===== src/rtl/ntt_pkg.sv =====
// ntt_pkg: shared NTT constants, the coefficient type and the modular-halving
// helper used by the butterfly back-end and the INTT stages.
package ntt_pkg;

   localparam int Q             = 3329;
   localparam int DATA_WIDTH    = 13;
   localparam int MUL_STAGE_CNT = 3;

   typedef logic [DATA_WIDTH-1:0] coef_t;

   localparam coef_t Q_C = coef_t'(Q);

   // x/2 mod Q for x in [0,Q): odd values borrow one Q so the shift is exact.
   function automatic coef_t mod_half(input coef_t x);
      logic [DATA_WIDTH:0] w;
      w = x[0] ? ({1'b0, x} + {1'b0, Q_C}) : {1'b0, x};
      return w[DATA_WIDTH:1];
   endfunction

endpackage


===== src/rtl/ntt_mod_addsub.sv =====
// ntt_mod_addsub: combinational modular add/sub of two reduced operands.
// Optional feature macro: BFU_HALF_EN (both results additionally halved mod Q).
module ntt_mod_addsub
   import ntt_pkg::*;
(
   input  logic [DATA_WIDTH-1:0] a_i,
   input  logic [DATA_WIDTH-1:0] t_i,
   output logic [DATA_WIDTH-1:0] sum_o,
   output logic [DATA_WIDTH-1:0] diff_o
);

   localparam logic [DATA_WIDTH:0] Q_W = {1'b0, Q_C};

   logic [DATA_WIDTH:0] s_raw;
   logic [DATA_WIDTH:0] d_raw;
   logic [DATA_WIDTH:0] s_red;
   logic [DATA_WIDTH:0] d_red;

   // After reduction both results lie in [0,Q), so their MSBs are always zero.
   logic unused_red_msb;
   assign unused_red_msb = s_red[DATA_WIDTH] ^ d_red[DATA_WIDTH];

   // One extra bit of headroom: sum reaches 2Q-2, difference goes negative.
   // NOTE: every always_comb output gets a value on every path (here by plain
   // straight-line assignment), otherwise synthesis infers a latch.
   always_comb begin
      s_raw = {1'b0, a_i} + {1'b0, t_i};
      s_red = (s_raw >= Q_W) ? (s_raw - Q_W) : s_raw;
      d_raw = {1'b0, a_i} - {1'b0, t_i};
      d_red = d_raw[DATA_WIDTH] ? (d_raw + Q_W) : d_raw;
`ifdef BFU_HALF_EN
      sum_o  = mod_half(s_red[DATA_WIDTH-1:0]);
      diff_o = mod_half(d_red[DATA_WIDTH-1:0]);
`else
      sum_o  = s_red[DATA_WIDTH-1:0];
      diff_o = d_red[DATA_WIDTH-1:0];
`endif
   end

endmodule


===== src/rtl/ntt_bfu_addsub.sv =====
// ntt_bfu_addsub: Cooley-Tukey butterfly back-end behind the modular multiplier.
// Re-times a/valid over the multiplier latency, reduces the product (S1), forms
// (a+t) mod Q and (a-t) mod Q (S2) and flags the last pair of each block.
// Optional feature macro: BFU_HALF_EN (INTT last-layer halving, same latency).
module ntt_bfu_addsub
   import ntt_pkg::*;
#(
   parameter int MUL_LAT = MUL_STAGE_CNT,
   parameter int PAIRS   = 128
) (
   input  logic                  clk,
   input  logic                  rst,
   input  logic                  in_valid,
   input  logic [DATA_WIDTH-1:0] a_in,
   input  logic [DATA_WIDTH-1:0] mul_in,
   output logic                  out_valid,
   output logic [DATA_WIDTH-1:0] out_sum,
   output logic [DATA_WIDTH-1:0] out_diff,
   output logic                  out_last
);

   localparam int                CNT_W   = (PAIRS > 1) ? $clog2(PAIRS) : 1;
   localparam logic [CNT_W-1:0]  CNT_MAX = CNT_W'(PAIRS - 1);

   logic [MUL_LAT-1:0]    vld_dly_q;
   logic [DATA_WIDTH-1:0] a_dly_q [MUL_LAT];

   logic                  v1_q;
   logic [DATA_WIDTH-1:0] a1_q;
   logic [DATA_WIDTH-1:0] t_q;
   logic [DATA_WIDTH-1:0] t_d;

   logic [DATA_WIDTH-1:0] sum_d;
   logic [DATA_WIDTH-1:0] diff_d;

   logic                  out_valid_q;
   logic                  out_last_q;
   logic [DATA_WIDTH-1:0] out_sum_q;
   logic [DATA_WIDTH-1:0] out_diff_q;
   logic [CNT_W-1:0]      cnt_q;
   logic [CNT_W-1:0]      cnt_d;

   // Product arrives in [0,2Q); one conditional subtract brings it into [0,Q).
   always_comb begin
      t_d = (mul_in >= Q_C) ? (mul_in - Q_C) : mul_in;
   end

   // Wrap the pair counter at PAIRS-1 (PAIRS need not be a power of two).
   always_comb begin
      cnt_d = (cnt_q == CNT_MAX) ? '0 : cnt_q + 1'b1;
   end

   // Valid tag delay line plus S1 valid; reset discards everything in flight.
   // NOTE: sequential state uses non-blocking assignments so every register
   // samples its inputs from before the clock edge, independent of statement order.
   always_ff @(posedge clk or negedge rst) begin
      if (!rst) begin
         vld_dly_q <= '0;
         v1_q      <= 1'b0;
      end else begin
         vld_dly_q[0] <= in_valid;
         for (int i = 1; i < MUL_LAT; i++) begin
            vld_dly_q[i] <= vld_dly_q[i-1];
         end
         v1_q <= vld_dly_q[MUL_LAT-1];
      end
   end

   // Data side of the delay line and S1: shifts every cycle, never gated by valid.
   // NOTE: these data registers have no reset; the valid tags alone decide
   // whether their contents mean anything, so resetting them buys nothing.
   always_ff @(posedge clk) begin
      a_dly_q[0] <= a_in;
      for (int i = 1; i < MUL_LAT; i++) begin
         a_dly_q[i] <= a_dly_q[i-1];
      end
      a1_q <= a_dly_q[MUL_LAT-1];
      t_q  <= t_d;
   end

   ntt_mod_addsub u_mod_addsub (
      .a_i    (a1_q),
      .t_i    (t_q),
      .sum_o  (sum_d),
      .diff_o (diff_d)
   );

   // S2 output register and pair counter; bubbles leave the counter untouched.
   always_ff @(posedge clk or negedge rst) begin
      if (!rst) begin
         out_valid_q <= 1'b0;
         out_last_q  <= 1'b0;
         out_sum_q   <= '0;
         out_diff_q  <= '0;
         cnt_q       <= '0;
      end else begin
         out_valid_q <= v1_q;
         out_last_q  <= v1_q && (cnt_q == CNT_MAX);
         out_sum_q   <= sum_d;
         out_diff_q  <= diff_d;
         if (v1_q) begin
            cnt_q <= cnt_d;
         end
      end
   end

   assign out_valid = out_valid_q;
   assign out_last  = out_last_q;
   assign out_sum   = out_sum_q;
   assign out_diff  = out_diff_q;

endmodule


===== config.mk =====
export PLATFORM = sky130hd
export DESIGN_NAME = ntt_bfu_addsub
export DESIGN_NICKNAME = d
export VERILOG_FILES = /design/src/rtl/ntt_pkg.sv /design/src/rtl/ntt_mod_addsub.sv /design/src/rtl/ntt_bfu_addsub.sv
export SDC_FILE = /design/constraint.sdc
export NUM_CORES = 1
export LEC_CHECK = 0
export CORE_MARGIN = 2
export CORE_UTILIZATION = 35
export DETAILED_ROUTE_END_ITERATION = 8
export GPL_ROUTABILITY_DRIVEN = 0
export PLACE_DENSITY = 0.65
export REMOVE_ABC_BUFFERS = 1
export SYNTH_ARGS = -nofsm -noshare
export SYNTH_HDL_FRONTEND = slang
export SYNTH_HIERARCHICAL = 1
export SYNTH_SLANG_ARGS = --single-unit
export TNS_END_PERCENT = 10

===== constraint.sdc =====
create_clock -name clk -period 4.5 [get_ports clk]
set_clock_uncertainty 0.2 [all_clocks]
set_input_delay 0.675 -clock clk [delete_from_list [all_inputs] [get_ports clk]]
set_output_delay 0.675 -clock clk [all_outputs]
set_load 0.02 [all_outputs]

# Word-level counts from Yosys, hierarchy flattened
# Memories as Yosys holds them, arrays and structs flattened. A register that Yosys moved wholly into a read port is not among the register bits.
# Cells that the tools add are included.
[totals]
ff_bits = 52
latch_bits = 0
ramBits = 39
rom_bits = 0
inputBits = 29
word_cells = 23
mem_count = 1
[op_classes]
addsub = 6
n_mul = 0
div = 0
n_lt_le_gt_ge = 2
eq_ne = 1
shift = 0
muxes = 4
bitwise = 0
reduce_logical = 1
[mem_list]
columns = ["memory", "words", "width", "rd", "rd_ports_with_merged_regs", "wr", "line", "rtl"]
rows = [
  ["a_dly_q", 3, 13, 3, 1, 3, "ntt_bfu_addsub.sv:26", "logic [DATA_WIDTH-1:0] a_dly_q [MUL_LAT];"],
]
[op_table]
columns = ["operator", "count"]
rows = [
  ["2-to-1 mux 13 bit", 3],
  ["subtractor 13 x 12 -> 13 bit (second input constant)", 2],
  ["adder 13 x 13 -> 14 bit", 1],
  [">= comparator 14 x 12 -> 1 bit (second input constant)", 1],
  ["subtractor 13 x 13 -> 14 bit", 1],
  ["adder 13 x 12 -> 13 bit (second input constant)", 1],
  [">= comparator 13 x 12 -> 1 bit (second input constant)", 1],
  ["adder 7 x 1 -> 7 bit (second input constant)", 1],
  ["equality test 7 bit (second input constant)", 1],
  ["2-to-1 mux 7 bit", 1],
  ["logical AND 1 bit", 1],
]

# Logic depth before layout (Yosys ltp)
# Gate-level depths: netlist of the first run.
[logic_depth]
depth_word = 3
depth_mapped = 12
mapped_depth_nobuf = 12

# By module
# The synthesis of the first run kept the hierarchy.
[by_module_without_submodules]
columns = ["mod", "instances", "cells_each", "area_per_inst_um2", "seq_area_each_um2"]
rows = [
  ["ntt_bfu_addsub", 1, 197, 2932.8, 2277.2],
  ["ntt_mod_addsub", 1, 279, 2053.2, 0.0],
]

# Least setup slack after synthesis of the first run
# No wires, ideal clock.
[synth_timing]
kind = "reg2reg"
start = "reg a1_q[1], read port of a_dly_q"
end = "reg out_sum_q[5], in the netlist out_sum[5]"
arrival_ns = 2.755
required_time_ns = 4.220
setup_slack_ns = 1.464
path_stages_with_launch = 11
n_path_buf = 0
synth_period_minus_slack_ns = 3.036
cell_sequence = "dfxtp_1 -> inv_1 -> fa_1 -> o21bai_4 -> a21oi_1 -> xnor2_1 -> nor2_1 -> a41oi_1 -> o211ai_2 -> a2111oi_2 -> xnor2_1"
[synth_via]
elab_chain_cells = 3
elab_cells_between_ends = 4
classes_between = "add/sub (2); order compare (1); mux (1)"
[synth_rtl]
columns = ["element", "line", "rtl"]
rows = [
  ["from (decl)", "ntt_bfu_addsub.sv:29", "logic [DATA_WIDTH-1:0] a1_q;"],
  ["adder 13 x 13 -> 14 bit (*)", "ntt_mod_addsub.sv:27", "s_raw = {1'b0, a_i} + {1'b0, t_i};"],
  ["subtractor 13 x 12 -> 13 bit / >= comparator 14 x 12 -> 1 bit (equally long branches)", "ntt_mod_addsub.sv:28", "s_red = (s_raw >= Q_W) ? (s_raw - Q_W) : s_raw;"],
  ["2-to-1 mux 13 bit (*)", "ntt_mod_addsub.sv:28", ""],
  ["net sum_d[5]", "ntt_bfu_addsub.sv:33", "logic [DATA_WIDTH-1:0] sum_d;"],
  ["to (signal assigned)", "ntt_bfu_addsub.sv:99", "out_sum_q <= sum_d;"],
  ["to (decl)", "ntt_bfu_addsub.sv:38", "logic [DATA_WIDTH-1:0] out_sum_q;"],
]
# The timed path passes the listed nets; every way through them passes the cells marked *.
# A chain may end at the register's enable or synchronous reset.

# Worst setup path in the final report of the first run
[layout_timing]
start = "reg t_q[2]"
end = "reg out_sum_q[2], in the netlist out_sum[2]"
[layout_via]
elab_chain_cells = 3
elab_cells_between_ends = 4
classes_between = "add/sub (2); order compare (1); mux (1)"
[layout_rtl]
columns = ["element", "line", "rtl"]
rows = [
  ["from (decl)", "ntt_bfu_addsub.sv:30", "logic [DATA_WIDTH-1:0] t_q;"],
  ["from (signal assigned)", "ntt_bfu_addsub.sv:78", "t_q <= t_d;"],
  ["adder 13 x 13 -> 14 bit (*)", "ntt_mod_addsub.sv:27", ""],
  ["subtractor 13 x 12 -> 13 bit / >= comparator 14 x 12 -> 1 bit (equally long branches)", "ntt_mod_addsub.sv:28", ""],
  ["2-to-1 mux 13 bit (*)", "ntt_mod_addsub.sv:28", ""],
  ["net sum_d[2]", "ntt_bfu_addsub.sv:33", ""],
]
# Marked as above.

==> results of run 1 <==
[worst max-delay path by stage]
stage	start	to	cells past startpoint	slack, ns
6_report	t_q[2]	out_sum[2]	10	1.07
5_1_grt	a1_q[1]	out_sum[5]	10	0.82
4_1_cts	t_q[2]	out_sum[2]	10	1.08
3_5_place_dp	t_q[2]	out_sum[10]	10	1.12
3_3_place_gp	t_q[2]	out_sum[2]	10	1.17
2_1_floorplan	a1_q[1]	out_sum[5]	10	1.46
[per-layer routing]
layer	part of all wire, %	up-vias
met5	0	-
li1	-	1804
met4	1.5	0
met1	47	1686
met3	5.5	12
met2	46	93
[state kept, by name (all words and copies together), names as in the netlist, 3 cells and up]
register and cells:
out_diff 13, a1_q 13, out_sum 13, cnt_q 7, vld_dly_q 3, a_dly_q 39
t_q 13
[power by group]
group	switching (mW)	total (mW)	internal [mW]	leakage, nW
logic	0.570	1.04	0.472	1.31
clock network	0.360	0.809	0.449	0.158
registers	0.0704	1.16	1.09	1.01
[placed cells by master (no fill, tap or decap), types with 4 or more instances in the layout]
master	instances
clkdlybuf4s50_1	55
dfrtp_1	39
nand2_1	22
nand3_1	11
o221ai_1	6
o21a_1	4
a21boi_0	4
clkbuf_16	9
ha_1	32
xnor2_1	37
xor2_1	11
nand4_1	6
a21oi_1	19
or3_1	5
mux2_2	4
dfxtp_1	65
and3_1	4
o21ai_0	13
a31oi_1	4
o211ai_1	7
mux2i_1	4
nor2_1	29
or2_2	4
nor3_1	15
inv_1	36
nor2b_1	4
a211oi_1	4
nand2b_1	9
[logic make-up (layout without fill, tap and decap cells)]
logic type | Yosys count | in the layout | synth area share (%)
xor gates and xnor gates | 49 | 49 | 8.76
and+or+nand+nor | 127 | 127 | 13.9
muxes | 8 | 8 | 1.71
adders and majority gates | 34 | 34 | 8.83
DFF | 104 | 104 | 45.7
AOI/OAI and AO/OA | 106 | 106 | 16.7
buffers and inverters | 48 | 110 | 4.44
[cell type report]
class                   instances  area [sq um]  area share (%)
clock buffers                   9           225            3.75
clock inverters                 7          92.6            1.54
inverters                      36           135            2.25
multi-input cells             324          2490            41.4
flip-flops and latches        104          2280            37.9
well taps                     180           225            3.75
repair buffers                 58           571            9.49
[worst max-delay path: cells and delay by family, from the launching register on]
family	cells	cell delay [ns]
AO/OA/AOI/OAI	5	1.16
XOR/XNOR	1	0.17
adder cells (fa/ha/maj)	1	0.45
buffers and inverters	1	0.05
flip-flops	1	0.34
multiplexers	1	0.64
AND/OR/NAND/NOR	1	0.27
==> out/results.tsv, run 1 <==
stage	metric	value	unit
outcome	run_status	complete, no violations	
global_routing	met2_usage	22.0	%
route	drc	0	
floorplanning	core	13900	sq um
place	portBuffers	56	
timing	rsz0062_at_grt	no	
floorplanning	start_util	35.9	%
worst_setup_path	crit_type	reg2reg	
timing	relSlewSlack	39.2	%
cells_and_area	nets	596	
cts	clock_latency	0.35	ns
route	drtIter0Drc	170	
cells_and_area	finalInstanceArea	6010	sq um
synthesis	synth_top_cell_area_share	26.1	%
timing	tns	0	ns
cts	cts.sinks	104	
worst_hold_path	hold_start	a_dly_q[2][9]	
place	dp_slack	1.12	ns
cts	postCtsSetupBuffers	0	
route	wirelength	9.46	mm
cts	clock_path_buffers	2	
cells_and_area	area_delta_synth_final	20.6	%
worst_setup_path	path_cells	inv_1, ha_1, o21bai_4, a2111o_1, and4_2, o21ai_0, a21o_2, mux2i_1, a21boi_0, xnor2_1	
route	final_antenna_net_count	0	
synthesis	yosysUniqueCellTypes	75	
timing	post-route-period-util	76.1	%
global_routing	grt_pass1_wl	16.0	mm
worst_setup_path	end_kind	register	
pwr	vdd_drop_max	0.000201	V
worst_hold_path	hold_depth	0	
worst_setup_path	slowest_delay	0.64	ns
worst_setup_path	rr_endpoint	out_sum[2]	
global_routing	antenna_found_initial	0	
timing	worst_pin_slew	0.900	ns
synthesis	synth_seq_area_share	45.7	%
worst_setup_path	crit_slowest_cell	mux2i_1	
cells_and_area	fillers	1359	
floorplanning	fp-row-count	43	
worst_setup_path	worstPathRequired	4.52	ns
global_routing	grt-ovfl-total	0	
cells_and_area	fin_util	43.3	%
global_routing	grt_busiest_layer	met2	
worst_hold_path	hold_end	a1_q[9]	
worst_setup_path	rr_worst_depth	10	
floorplanning	ios	57	
global_routing	grt_use_met1	16.9	%
worst_setup_path	startpoint_type	register	
global_routing	use_met3	3.69	%
synthesis	async_reset_ff_share	37.5	%
synthesis	synth_edf_count	0	
worst_setup_path	reg2reg_slack	1.07	ns
route	first_pass_iters	7	
synthesis	yosysTopAreaCell	dfxtp_1	
cells_and_area	diodes	0	
cts	clkTransAtPathRegs	0.07	ns
pwr	power_leakage	2.48	nW
cts	cts-hold-fix-buffers	0	
place	hpwlAfterDp	7.49	mm
cells_and_area	stdcell_count	718	
synthesis	synth_ff_type	dfxtp_1	
place	placed_cells	702	
timing	finalWorstPathRequiredPeriod	3.43	ns
route	wire_per_inst	13.2	microns
route	vias_per_cell	5.01	
worst_setup_path	path_max_fanout	10	
run	max-cap-violations	0	
synthesis	synth_common_cells	65 x dfxtp_1, 39 x dfrtp_1, 37 x xnor2_1	
worst_setup_path	critPathArrivalTime	3.44	ns
route	num_vias	3595	
pwr	power	3.01	mW
global_routing	grt_max_degree	40	
cts	post_cts_resized	0	
floorplanning	dieWidth	123	microns
timing	maxSlewViolCount	0	
pwr	p_per_area	501	nW/um^2
synthesis	yosysMostFrequentCell	dfxtp_1	
worst_hold_path	hold_class	reg2reg	
cts	cts_tree	done	
floorplanning	dieArea	15200	sq um
timing	setup_viol	0	
timing	setup_slack	1.07	ns
synthesis	synthTopCellsByArea	dfxtp_1 26%, dfrtp_1 20%, ha_1 8.0%, xnor2_1 6.5%, inv_1 2.7%	
cells_and_area	drive_above_1_share	9.48	%
timing	hold_ws	0.128	ns
synthesis	ys_ff_latch	104	
timing	hold_viol	0	
timing	max_freq	292	MHz
synthesis	syn_avg_cell_area	10.5	sq um
global_routing	grt_pass1_vias	3428	
floorplanning	die_h	123	microns
worst_setup_path	r2r_start	t_q[2]	
synthesis	synth_cells	476	
cts	root_buffer	clkbuf_16	
cts	cts_buffers	9	
place	place_area	5700	sq um
synthesis	mappedNetlistArea	4990	sq um
cts	h-tree-depth	3	
global_routing	grt_usage	13.4	%
synthesis	yosys_warnings	6	
Note: power is estimated with default switching activity, not from simulation.
==> run 2, diff against run 1 <==
==> constraint.sdc (replaced) <==
create_clock -name clk -period 3.4 [get_ports clk]
set_clock_uncertainty 0.2 [all_clocks]
set_input_delay 0.51 -clock clk [delete_from_list [all_inputs] [get_ports clk]]
set_output_delay 0.51 -clock clk [all_outputs]
set_load 0.02 [all_outputs]
==> run 2 against run 1 <==
Sequential power rose by 33%. Core utilization rose by 0.82 points. Die area did not move. Largest cell class unchanged. Critical path depth did not move. Maximum frequency rose by 5.1%. First-iteration DRC count rose by 19%. Sequential share of layout area fell by 0.70 points. Critical path type unchanged.
==> out/results.tsv, run 2 (same netlist as run 1, synthesis figures left out) <==
stage	metric	value	unit
outcome	run_status	complete, no violations	
run	max-cap-violations	0	
timing	hold_ws	0.0616	ns
worst_setup_path	rr_worst_depth	10	
floorplanning	core	13900	sq um
cts	cts.sinks	104	
timing	worst_pin_slew	0.828	ns
cts	h-tree-depth	3	
floorplanning	fp-row-count	43	
cells_and_area	largest_register	a_dly_q	
pwr	p_per_area	674	nW/um^2
cells_and_area	largest_register_ffs	39	
cells_and_area	final_cell_mix	65 x dfxtp_1, 55 x clkdlybuf4s50_1, 39 x dfrtp_1, 36 x inv_1, 36 x xnor2_1	
global_routing	grt_usage	13.6	%
place	place_area	5730	sq um
floorplanning	start_util	35.9	%
floorplanning	die_h	123	microns
worst_setup_path	rr_endpoint	out_sum[5]	
route	vias_per_cell	4.98	
worst_setup_path	r2r_start	a1_q[1]	
cells_and_area	fillers	1337	
cells_and_area	finalInstanceArea	6130	sq um
place	hpwlAfterDp	7.51	mm
place	portBuffers	56	
global_routing	grt_pass1_vias	3519	
timing	max_freq	307	MHz
floorplanning	dieWidth	123	microns
timing	rsz0062_at_grt	no	
global_routing	grt_pass1_wl	16.2	mm
global_routing	antenna_found_initial	0	
worst_setup_path	end_kind	register	
floorplanning	dieArea	15200	sq um
cells_and_area	diodes	0	
route	drc	0	
worst_setup_path	startpoint	a1_q[1]	
pwr	vdd_drop_max	0.000308	V
cells_and_area	area_delta_synth_final	22.9	%
route	final_antenna_net_count	0	
floorplanning	ios	57	
cts	clock_latency	0.35	ns
cells_and_area	fin_util	44.1	%
worst_hold_path	hold_class	in2async	
pwr	power_leakage	2.53	nW
timing	finalWorstPathRequiredPeriod	3.26	ns
route	wire_per_inst	13.2	microns
timing	post-route-period-util	95.9	%
cts	cts_buffers	9	
route	num_vias	3607	
route	drtIter0Drc	202	
cells_and_area	nets	603	
worst_setup_path	worstPathRequired	3.46	ns
cts	cts-hold-fix-buffers	0	
worst_setup_path	startpoint_type	register	
cells_and_area	drive_above_1_share	11.2	%
timing	hold_viol	0	
route	first_pass_iters	5	
timing	relSlewSlack	44.8	%
cts	clock_path_buffers	2	
worst_setup_path	critPathArrivalTime	3.31	ns
global_routing	grt_max_degree	40	
timing	tns	0	ns
worst_setup_path	crit_type	reg2reg	
timing	setup_viol	0	
cts	cts_tree	done	
worst_setup_path	reg2reg_slack	0.14	ns
global_routing	grt-ovfl-total	0	
cells_and_area	layout_commonest_cell	dfxtp_1	
cts	root_buffer	clkbuf_16	
cts	clkTransAtPathRegs	0.07	ns
timing	maxSlewViolCount	0	
route	wirelength	9.56	mm
worst_setup_path	path_max_fanout	8	
## run 2: how the worst max path moves through the flow
stage / to / depth (start not counted) / slack [ns]
final: out_sum[5] / 10 / 0.14
after global routing: out_diff[12] / 12 / 0.01
after CTS: out_sum[5] / 10 / 0.05
after detailed placement: out_sum[5] / 10 / 0.07
after global placement: out_sum[5] / 10 / 0.22
after floorplan: out_sum[5] / 10 / 0.36
## run 2: worst max-delay path, cell delays in order (launching register included)
cell and delay (ns):
dfxtp_1 0.41, inv_1 0.09, fa_1 0.50, o21bai_4 0.16, a21oi_1 0.10, xnor2_1 0.39, nor2_1 0.11, a41oi_1 0.40
o211ai_4 0.18, a2111oi_2 0.45, xnor2_1 0.18
## run 2: repair_timing
action,in CTS,in global routing
resized for setup,0,4
setup buffers,0,3
endpoints found under the hold margin,0,0
endpoints found under the setup margin,0,4
## run 2: per-stage QoR
step	power (mW)	std cells	setup WS, ns
global route	4.38	725	0.0103
finish	4.13	725	0.140
detailed placement	2.96	706	0.0691
floorplan	2.43	464	0.364
global placement	2.94	706	0.221
CTS	4.14	722	0.0461
## run 2: power by group
| part | switching (mW) | internal, mW |
|---|---|---|
| Sequential | 0.0974 | 1.44 |
| Clock | 0.449 | 0.721 |
| Combinational | 0.770 | 0.650 |
| Total | 1.32 | 2.81 |
## run 2: final cells by class
type / count / area [sq um] / area share [%]
sequential: 104 / 2280 / 37.2
clock inverter: 5 / 93.8 / 1.53
tap: 180 / 225 / 3.68
clock buffer: 11 / 264 / 4.31
multi-input combinational: 324 / 2510 / 40.9
timing repair buffer: 65 / 623 / 10.2
inverter: 36 / 135 / 2.21
## run 2: layer usage
metal  routed length (microns)  track usage, %
met1                      4440            17.1
met2                      4440            22.4
met3                       506            3.18
met4                       179            5.75
met5                         0               0
==> run 3, diff against run 2 <==
--- a/config.mk
+++ b/config.mk
@@ -5,11 +5,12 @@
 export SDC_FILE = /design/constraint.sdc
 export NUM_CORES = 1
 export LEC_CHECK = 0
+export CORE_ASPECT_RATIO = 0.6
 export CORE_MARGIN = 2
-export CORE_UTILIZATION = 35
+export CORE_UTILIZATION = 55
 export DETAILED_ROUTE_END_ITERATION = 8
 export GPL_ROUTABILITY_DRIVEN = 0
-export PLACE_DENSITY = 0.65
+export PLACE_DENSITY = 0.89
 export REMOVE_ABC_BUFFERS = 1
 export SYNTH_ARGS = -nofsm -noshare
 export SYNTH_HDL_FRONTEND = slang
==> run 3 against run 2 <==
Sequential cell count unchanged. Combinational power up 4%. Core utilization up 25 points. Clock power down 17%. Global-route usage up 8.2 points. Hold slack worse by 0.011 ns. Critical path depth up 1. Worst setup slack worse by 0.13 ns. Wire length up 7.1%. Clock-buffer cell count down 1.
==> out/results.tsv, run 3 (same netlist as run 1, synthesis figures left out) <==
stage	metric	value	unit
timing	setup_viol	0	
worst_setup_path	worstPathRequired	3.46	ns
worst_setup_path	startpoint_type	register	
cts	cts_buffers	9	
cells_and_area	diodes	0	
timing	post-route-period-util	99.7	%
worst_setup_path	critPathArrivalTime	3.45	ns
worst_setup_path	r2r_start	t_q[4]	
cts	clkTransAtPathRegs	0.07	ns
timing	relSlewSlack	47.2	%
floorplanning	fp-row-count	26	
worst_setup_path	end_kind	register	
global_routing	grt_max_degree	40	
worst_setup_path	startpoint	t_q[4]	
timing	hold_viol	0	
global_routing	grt_use_met1	29.0	%
worst_setup_path	crit_type	reg2reg	
global_routing	grt_usage	21.8	%
floorplanning	dieArea	9870	sq um
cts	root_buffer	clkbuf_16	
global_routing	grt_pass1_wl	17.1	mm
global_routing	grt_pass1_vias	3618	
place	place_area	5690	sq um
cts	clock_latency	0.34	ns
global_routing	met2_usage	34.7	%
global_routing	antenna_found_initial	0	
route	vias_per_cell	5.76	
route	drtIter0Drc	242	
cts	h-tree-depth	3	
pwr	p_per_area	660	nW/um^2
floorplanning	start_util	57.6	%
route	num_vias	3807	
route	wire_per_inst	15.5	microns
global_routing	use_met3	7.17	%
floorplanning	die_h	77.8	microns
cells_and_area	area_delta_synth_final	20.8	%
cells_and_area	finalInstanceArea	6020	sq um
cells_and_area	drive_above_1_share	12.4	%
timing	maxSlewViolCount	0	
route	first_pass_iters	5	
cts	cts-hold-fix-buffers	0	
run	max-cap-violations	0	
floorplanning	core	8650	sq um
outcome	run_status	complete, no violations	
cells_and_area	final_cell_mix	65 x dfxtp_1, 55 x clkdlybuf4s50_1, 39 x dfrtp_1, 36 x inv_1, 35 x xnor2_1	
cts	cts_tree	done	
cells_and_area	nets	607	
worst_hold_path	hold_class	in2async	
route	wirelength	10.2	mm
pwr	power_leakage	2.54	nW
timing	setup_slack	0.00910	ns
route	drc	0	
timing	hold_ws	0.0508	ns
worst_setup_path	path_max_fanout	8	
cells_and_area	largest_register	a_dly_q	
cells_and_area	layout_commonest_cell	dfxtp_1	
place	portBuffers	56	
timing	rsz0062_at_grt	yes	
timing	finalWorstPathRequiredPeriod	3.39	ns
timing	max_freq	295	MHz
cts	cts.sinks	104	
global_routing	grt-ovfl-total	0	
floorplanning	dieWidth	127	microns
cts	clock_path_buffers	2	
floorplanning	ios	57	
cts	postCtsSetupBuffers	0	
place	dp_slack	0.0370	ns
cells_and_area	largest_register_ffs	39	
timing	worst_pin_slew	0.792	ns
cells_and_area	fillers	643	
cells_and_area	fin_util	69.6	%
route	final_antenna_net_count	0	
pwr	vdd_drop_max	0.000291	V
place	hpwlAfterDp	7.94	mm
global_routing	grt_busiest_layer	met2	
timing	tns	0	ns
-- run 3: changes by cell type in the layout (fill, tap and decap cells not counted), moves of 2 or more --
cell	delta
bufinv_16	-2
ha_1	+2
ha_2	-2
clkinv_4	+2
o41ai_1	-2
buf_4	+4
o41ai_2	+2
-- run 3: area by class of cell --
class	count	area [sq um]	area share, %
tap	112	140	2.33
timing repair buffer	69	653	10.8
clock buffer	10	239	3.97
inverter	36	135	2.24
sequential	104	2280	37.8
multi-input combinational	324	2530	42.0
clock inverter	6	51.3	0.852
-- run 3: critical path, cell delays in order (launching register included) --
cell       delay, ns
dfxtp_1         0.35
inv_1           0.07
ha_1            0.38
buf_4           0.17
nor2b_2         0.06
a2111o_1        0.40
a31oi_4         0.24
xnor2_2         0.14
o41ai_2         0.43
o211ai_2        0.24
a2111oi_2       0.45
xnor2_1         0.17
-- run 3: per-layer routing --
metal  routed length (microns)  up-vias
li1                          -     1827
met1                      4510     1810
met2                      4750      157
met3                       890       13
met4                        93        0
met5                         0        -
-- run 3: timing repair --
item | in CTS | in global routing
cloned | 0 | 0
setup endpoints to repair | 1 | 18
gates resized for setup | 1 | 5
-- run 3: stage by stage --
| stage | power, mW | instances |
|---|---|---|
| 3_5_place_dp | 2.99 | 645 |
| 4_1_cts | 3.97 | 661 |
| 6_report | 3.97 | 661 |
| 2_1_floorplan | 2.43 | 464 |
| 3_3_place_gp | 2.93 | 645 |
| 5_1_grt | 4.19 | 661 |
-- run 3: report_power, final --
group / internal (mW) / switching (mW) / total, mW
logic: 0.658 / 0.809 / 1.47
clock network: 0.527 / 0.442 / 0.969
registers: 1.44 / 0.0937 / 1.54
total: 2.63 / 1.34 / 3.97
-- run 3: path summary, 6_finish.rpt --
kind                                 end  cells past startpoint  slack [ns]
max in group asynchronous   vld_dly_q[2]                      1        2.45
hold / removal                out_sum[7]                      1        0.05
hold reg to reg            a_dly_q[1][3]                      0        0.12
setup / recovery              out_sum[5]                     11       0.009
setup reg to reg              out_sum[5]                     11       0.009
min in group clk           a_dly_q[1][3]                      0        0.12
